<file path="src/rtl/serial_twos_negator_if.sv">
// rtl/serial_twos_negator_if.sv - request/result bundle for serial_twos_negator
//
// Purpose: groups the START/MODE/OPERAND request and the BUSY/DONE/RESULT/
// OVERFLOW response of the serial negator into one interface.
// Ports (signals):
//   start     master->slave  1      request, sampled in IDLE or DONE
//   mode      master->slave  2      00 pass, 01 ones' comp, 10 negate, 11 abs
//   operand   master->slave  WIDTH  source value
//   busy      slave->master  1      high while an operation is in flight
//   done      slave->master  1      one-cycle completion pulse
//   result    slave->master  WIDTH  registered result
//   overflow  slave->master  1      most-negative input to negate/abs
interface serial_twos_negator_if #(
  parameter int WIDTH = 8
);
  logic             start;
  logic [1:0]       mode;
  logic [WIDTH-1:0] operand;
  logic             busy;
  logic             done;
  logic [WIDTH-1:0] result;
  logic             overflow;

  modport master (
    output start, mode, operand,
    input  busy, done, result, overflow
  );

  modport slave (
    input  start, mode, operand,
    output busy, done, result, overflow
  );
endinterface

</file>
<file path="src/rtl/serial_twos_negator.sv">
// rtl/serial_twos_negator.sv - multi-cycle chunked two's-complement unit
//
// Purpose: pass / ones' complement / negate / absolute value of a WIDTH-bit
// operand, processed CHUNK bits per clock (LSB slice first) with a registered
// carry chain, so no full-width incrementer sits in one cycle.
// Ports:
//   clk    input  rising-edge clock
//   reset  input  synchronous, active-high reset
//   bus    slave  start/mode/operand in, busy/done/result/overflow out
// Parameters: WIDTH (multiple of CHUNK), CHUNK (1..WIDTH).
module serial_twos_negator #(
  parameter int WIDTH = 8,
  parameter int CHUNK = 4
) (
  input  logic                   clk,
  input  logic                   reset,
  serial_twos_negator_if.slave   bus
);
  localparam int N  = WIDTH / CHUNK;
  localparam int CW = (N > 1) ? $clog2(N) : 1;

  typedef enum logic [1:0] {
    ST_IDLE,
    ST_RUN,
    ST_DONE
  } state_t;

  state_t           state_q;
  logic [WIDTH-1:0] op_q;
  logic [WIDTH-1:0] acc_q;
  logic [1:0]       mode_q;
  logic             invert_q;
  logic             carry_q;
  logic [CW-1:0]    cnt_q;
  logic             busy_q;
  logic             done_q;
  logic [WIDTH-1:0] result_q;
  logic             overflow_q;

  int unsigned      base;
  logic [CHUNK-1:0] slice;
  logic [CHUNK:0]   sum;
  logic [WIDTH-1:0] acc_next;
  logic             last_slice;
  logic             invert_new;
  logic             min_neg;

  // abs inverts only negative inputs; negate and ones' complement always do
  always_comb begin
    invert_new = 1'b0;
    case (bus.mode)
      2'b01, 2'b10: invert_new = 1'b1;
      2'b11:        invert_new = bus.operand[WIDTH-1];
      default:      invert_new = 1'b0;
    endcase
  end

  // One slice of the carry chain; the sum is one bit wider so the carry
  // into the next slice falls out of the top bit.
  always_comb begin
    base     = 32'(cnt_q) * 32'(CHUNK);
    slice    = op_q[base +: CHUNK];
    sum      = {1'b0, (invert_q ? ~slice : slice)} + {{CHUNK{1'b0}}, carry_q};
    acc_next = acc_q;
    acc_next[base +: CHUNK] = sum[CHUNK-1:0];
  end

  assign last_slice = (cnt_q == CW'(N - 1));
  assign min_neg    = (op_q == (WIDTH'(1) << (WIDTH - 1)));

  always_ff @(posedge clk) begin
    if (reset) begin
      state_q    <= ST_IDLE;
      op_q       <= '0;
      acc_q      <= '0;
      mode_q     <= 2'b00;
      invert_q   <= 1'b0;
      carry_q    <= 1'b0;
      cnt_q      <= '0;
      busy_q     <= 1'b0;
      done_q     <= 1'b0;
      result_q   <= '0;
      overflow_q <= 1'b0;
    end else begin
      case (state_q)
        ST_IDLE, ST_DONE: begin
          done_q <= 1'b0;
          if (bus.start) begin
            op_q     <= bus.operand;
            mode_q   <= bus.mode;
            invert_q <= invert_new;
            carry_q  <= bus.mode[1] & invert_new;
            cnt_q    <= '0;
            acc_q    <= '0;
            busy_q   <= 1'b1;
            state_q  <= ST_RUN;
          end else begin
            busy_q  <= 1'b0;
            state_q <= ST_IDLE;
          end
        end

        ST_RUN: begin
          acc_q   <= acc_next;
          carry_q <= sum[CHUNK];
          if (last_slice) begin
            // final carry-out is dropped: result is modulo 2^WIDTH
            result_q   <= acc_next;
            overflow_q <= mode_q[1] & invert_q & min_neg;
            cnt_q      <= '0;
            busy_q     <= 1'b0;
            done_q     <= 1'b1;
            state_q    <= ST_DONE;
          end else begin
            cnt_q <= cnt_q + 1'b1;
          end
        end

        default: begin
          busy_q  <= 1'b0;
          done_q  <= 1'b0;
          state_q <= ST_IDLE;
        end
      endcase
    end
  end

  assign bus.busy     = busy_q;
  assign bus.done     = done_q;
  assign bus.result   = result_q;
  assign bus.overflow = overflow_q;
endmodule

</file>
<file path="src/flat_wrapper.sv">
// flat-port wrapper written by rule: the top's interface ports become plain ports
module serial_twos_negator_flat 
#(
  parameter int WIDTH = 8,
  parameter int CHUNK = 4
)
  (clk, reset, bus_start, bus_mode, bus_operand, bus_busy, bus_done, bus_result, bus_overflow);
  serial_twos_negator_if #(.WIDTH(WIDTH)) bus_i ();
  input  logic clk;
  input  logic reset;
  input wire logic [$bits(bus_i.start)-1:0] bus_start;
  input wire logic [$bits(bus_i.mode)-1:0] bus_mode;
  input wire logic [$bits(bus_i.operand)-1:0] bus_operand;
  output wire logic [$bits(bus_i.busy)-1:0] bus_busy;
  output wire logic [$bits(bus_i.done)-1:0] bus_done;
  output wire logic [$bits(bus_i.result)-1:0] bus_result;
  output wire logic [$bits(bus_i.overflow)-1:0] bus_overflow;
  assign bus_i.start = bus_start;
  assign bus_i.mode = bus_mode;
  assign bus_i.operand = bus_operand;
  assign bus_busy = bus_i.busy;
  assign bus_done = bus_i.done;
  assign bus_result = bus_i.result;
  assign bus_overflow = bus_i.overflow;
  serial_twos_negator #(.WIDTH(WIDTH), .CHUNK(CHUNK)) u_core (.clk(clk), .reset(reset), .bus(bus_i));
endmodule
</file>
<file path="config.mk">
export PLATFORM = sky130hd
export DESIGN_NAME = serial_twos_negator_flat
export DESIGN_NICKNAME = d
export VERILOG_FILES = /design/src/rtl/serial_twos_negator_if.sv /design/src/rtl/serial_twos_negator.sv /design/src/flat_wrapper.sv
export SDC_FILE = /design/constraint.sdc
export NUM_CORES = 1
export LEC_CHECK = 0
export CAP_MARGIN = 20
export CORE_MARGIN = 5
export CORE_UTILIZATION = 45
export CTS_BUF_LIST = sky130_fd_sc_hd__clkbuf_16
export CTS_CLUSTER_SIZE = 25
export DETAILED_ROUTE_END_ITERATION = 8
export PLACE_DENSITY_LB_ADDON = 0.08
export SLEW_MARGIN = 20
export SYNTH_ARGS = -nofsm -noshare
export SYNTH_HDL_FRONTEND = slang
export SYNTH_SLANG_ARGS = --single-unit
</file>
<file path="constraint.sdc">
create_clock -name clk -period 1.9 [get_ports clk]
set_input_delay 0.19 -clock clk [delete_from_list [all_inputs] [get_ports clk]]
set_output_delay 0.19 -clock clk [all_outputs]
set_load 0.01 [all_outputs]
</file>
==> flow_summary_export.csv <==
group,metric,value,unit
cts,cts_tree,"done",
finish,multi_input_area,652,um2
global_routing,grt_pass1_wl,4780,um
cts,insertion_delay,0.26,ns
floorplan,core_area,0.00273,mm2
cts,ctsHoldBuffers,0,
finish,fin_nets,196,
setup_path,endpoint_kind,"flip-flop",
run_status,outcome,"finished, final reports clean",
yosys,yosys.area.top_type_share,0.437,
finish,syn_to_final_growth,28.0,%
power,internal-power,0.994,mW
global_routing,antenna_found_initial,0,
finish,n_antenna_cell,0,
power,power.density,798,mW/mm2
setup_path,required,2.05,ns
setup_path,r2r_slack,0.10,ns
floorplan,die_h,63.4,um
place,dp.final_hpwl,2050,um
sta,hold_violations,0,
power,p_switching,0.316,mW
yosys,ys_ff_latch,28,
yosys,synth_cell_types,36,
sta,maxSlewHeadroom,0.621,
power,power_frac_comb,0.152,
setup_path,startpoint_type,"flip-flop",
power,p_seq_frac,0.483,
yosys,synth_ff_type,"dfxtp_1",
cts,htreeDepth,1,
setup_path,path_common_cell,"ha_2",
finish,ff_latch_area,564,um2
drt,met3_wirelength,119,um
place,dp_cells,205,
yosys,synth.most_common_cell,"nand2_1",
floorplan,rows,19,
sta,hold_slack,0.458,ns
power,p_total,1.31,mW
yosys,syn_inst,152,
sta,finalCritPeriodShare,0.946,
yosys,syn_area,0.00128,mm2
drt,ant_nets,0,
yosys,syn-num-nets,169,
drt,wl_per_cell,13.0,um
setup_path,crit_chain,"mux2i_1 > xnor2_1 > ha_2 > ha_2 > xnor3_4 > nand2_1 > a21oi_1",
sta,setup_violations,0,
drt,routed_wl,2720,um
power,clkPwrFrac,0.366,
sta,fin_skew,0.00347,ns
power,power.leakage,0.600,nW
floorplan,pin_count,24,
yosys,yosysTopAreaCell,"dfxtp_1",
drt,drt_first_pass_iters,4,
place,port_buffers,23,
yosys,synth_edf_count,0,
yosys,yosysWarnings,0,
drt,highest_layer,"met4",
cts,cts_setup_buffers,0,
yosys,ys_seq_area_frac,0.437,
place,routabilityCongestion,0.832,
finish,final_cells,209,
global_routing,overflow,0,
finish,layout-drive-gt1-share,0.112,
global_routing,grt_max_degree,16,
floorplan,die_w,63.4,um
sta,tightest_slew,0.568,ns
power,ir_drop,722,uV
cts,cts.reportedPaths.clkPinSlew,0.07,ns
finish,fillers,262,
power,swShare,0.241,
worst_hold_path,hp-class,"flip-flop to flip-flop",
drt,drt_iter0_markers,26,
yosys,yosys-top-cells-area,"dfxtp_1 44%, nand2_1 11%, a21oi_1 8.6%, ha_1 3.9%, xnor2_1 2.7%",
floorplan,die_area,0.00402,mm2
cts,numCtsBuffers,3,
setup_path,arrival,1.95,ns
setup_path,crit_path_max_fanout,5,
floorplan,start_util,0.470,
sta,maxSlewViolCount,0,
setup_path,cp_num_buf_inv,0,
sta,fmax,556,MHz
yosys,synth_common_cells,"39 x nand2_1, 28 x dfxtp_1, 22 x a21oi_1",
setup_path,criticalPathCategory,"flip-flop to flip-flop",
job,max-cap-violations,0,
setup_path,cp_slowest_cell,"xnor3_4",
yosys,synthArstFlopShare,0,
setup_path,crit_family,"XOR/XNOR gates",
cts,clock_sinks,28,
drt,drc,0,
yosys,avgSynthCellArea,8.45,um2
sta,layout_min_cycle_time,1.80,ns
cts,clockBufferDepth,2,
drt,wl_met1,1230,um
setup_path,cpPeakStageDelay,0.39,ns
drt,wl_met2,1350,um
global_routing,first_global_vias,1069,
drt,via_per_inst,5.22,
global_routing,grt_usage,0.145,
cts,cts_root_buf,"clkbuf_16",
drt,vias,1090,
-- placed cells by master (no fill, tap or decap), types with 2 or more instances in the layout --
master | synthesis | routed
a21oi_1 | 22 | 22
buf_4 | 0 | 9
clkbuf_16 | 0 | 3
clkdlybuf4s50_1 | 0 | 23
dfxtp_1 | 28 | 27
ha_1 | 4 | 2
ha_2 | 0 | 2
inv_1 | 3 | 3
mux2i_1 | 3 | 3
nand2_1 | 39 | 39
nand2b_1 | 4 | 4
nand3_1 | 5 | 5
nand3b_1 | 2 | 2
nor2_1 | 7 | 7
nor3_1 | 3 | 3
xnor2_1 | 4 | 4
-- through the flow --
step	utilization	setup TNS [ns]	setup slack, ns	cell area, um2
final	0.601	0	0.102	1640
after global routing	0.601	-0.0153	-0.0153	1640
after CTS	0.598	0	0.0665	1640
after detailed placement	0.569	0	0.00686	1560
after global placement	0.569	0	0.0674	1560
after floorplan	-	0	0.0994	1280
-- power groups by stage --
stage	combinational, mW	sequential [mW]	clock, mW
floorplan	0.135	0.641	0
global placement	0.193	0.645	0
detailed placement	0.197	0.646	0
CTS	0.199	0.633	0.480
global route	0.222	0.635	0.515
finish	0.199	0.632	0.479
-- sequential cells by signal (all words and copies together), names as in the netlist --
name / flops
u_core.bus.result: 8
u_core.op_q: 8
u_core.acc_q: 4
u_core.state_q: 2
u_core.bus.done: 1
u_core.bus.overflow: 1
u_core.carry_q: 1
u_core.cnt_q: 1
u_core.invert_q: 1
u_core.mode_q: 1
-- cells by family (layout without fill, tap and decap cells) --
kind of cell             after synthesis  count (layout)  share of synthesized area
AO/OA/AOI/OAI                         29              29                      0.123
XOR/XNOR                               6               6                     0.0546
adder cells (fa/ha/maj)                4               4                     0.0390
buffers and inverters                 13              39                     0.0594
flip-flops                            28              28                      0.437
multiplexers                           4               4                     0.0341
AND/OR/NAND/NOR                       68              68                      0.253
-- final cells by class --
class | count | share of cell area
inverter | 3 | 0.00685
sequential | 28 | 0.343
timing repair buffer | 32 | 0.181
multi-input combinational | 111 | 0.397
clock buffer | 3 | 0.0457
clock inverter | 1 | 0.00228
tap | 31 | 0.0236
-- what timing repair did --
action,4_1_cts,5_1_grt
cloned,0,0
endpoints found under the setup margin,2,2
resized for setup,1,3
-- worst paths after layout --
kind | start | endpoint | cells past startpoint
worst min-delay path | u_core.bus.result[0] | u_core.bus.result[0] | 2
worst max-delay path | u_core.cnt_q | u_core.acc_q[2] | 7
worst max register to register | u_core.cnt_q | u_core.acc_q[2] | 7
worst min register to register | u_core.bus.result[0] | u_core.bus.result[0] | 2
-- tightest hold or removal path, stage by stage (launching register included) --
cell	delay (ns)
dfxtp_1	0.31
nand2_1	0.05
a21oi_1	0.05
-- per-layer routing --
layer | vias up | global-route usage
met3 | 2 | 0.0480
met1 | 506 | 0.170
met4 | 0 | 0.0390
met5 | - | 0
met2 | 16 | 0.250
li1 | 566 | -
Note: power is estimated with default switching activity, not from simulation.
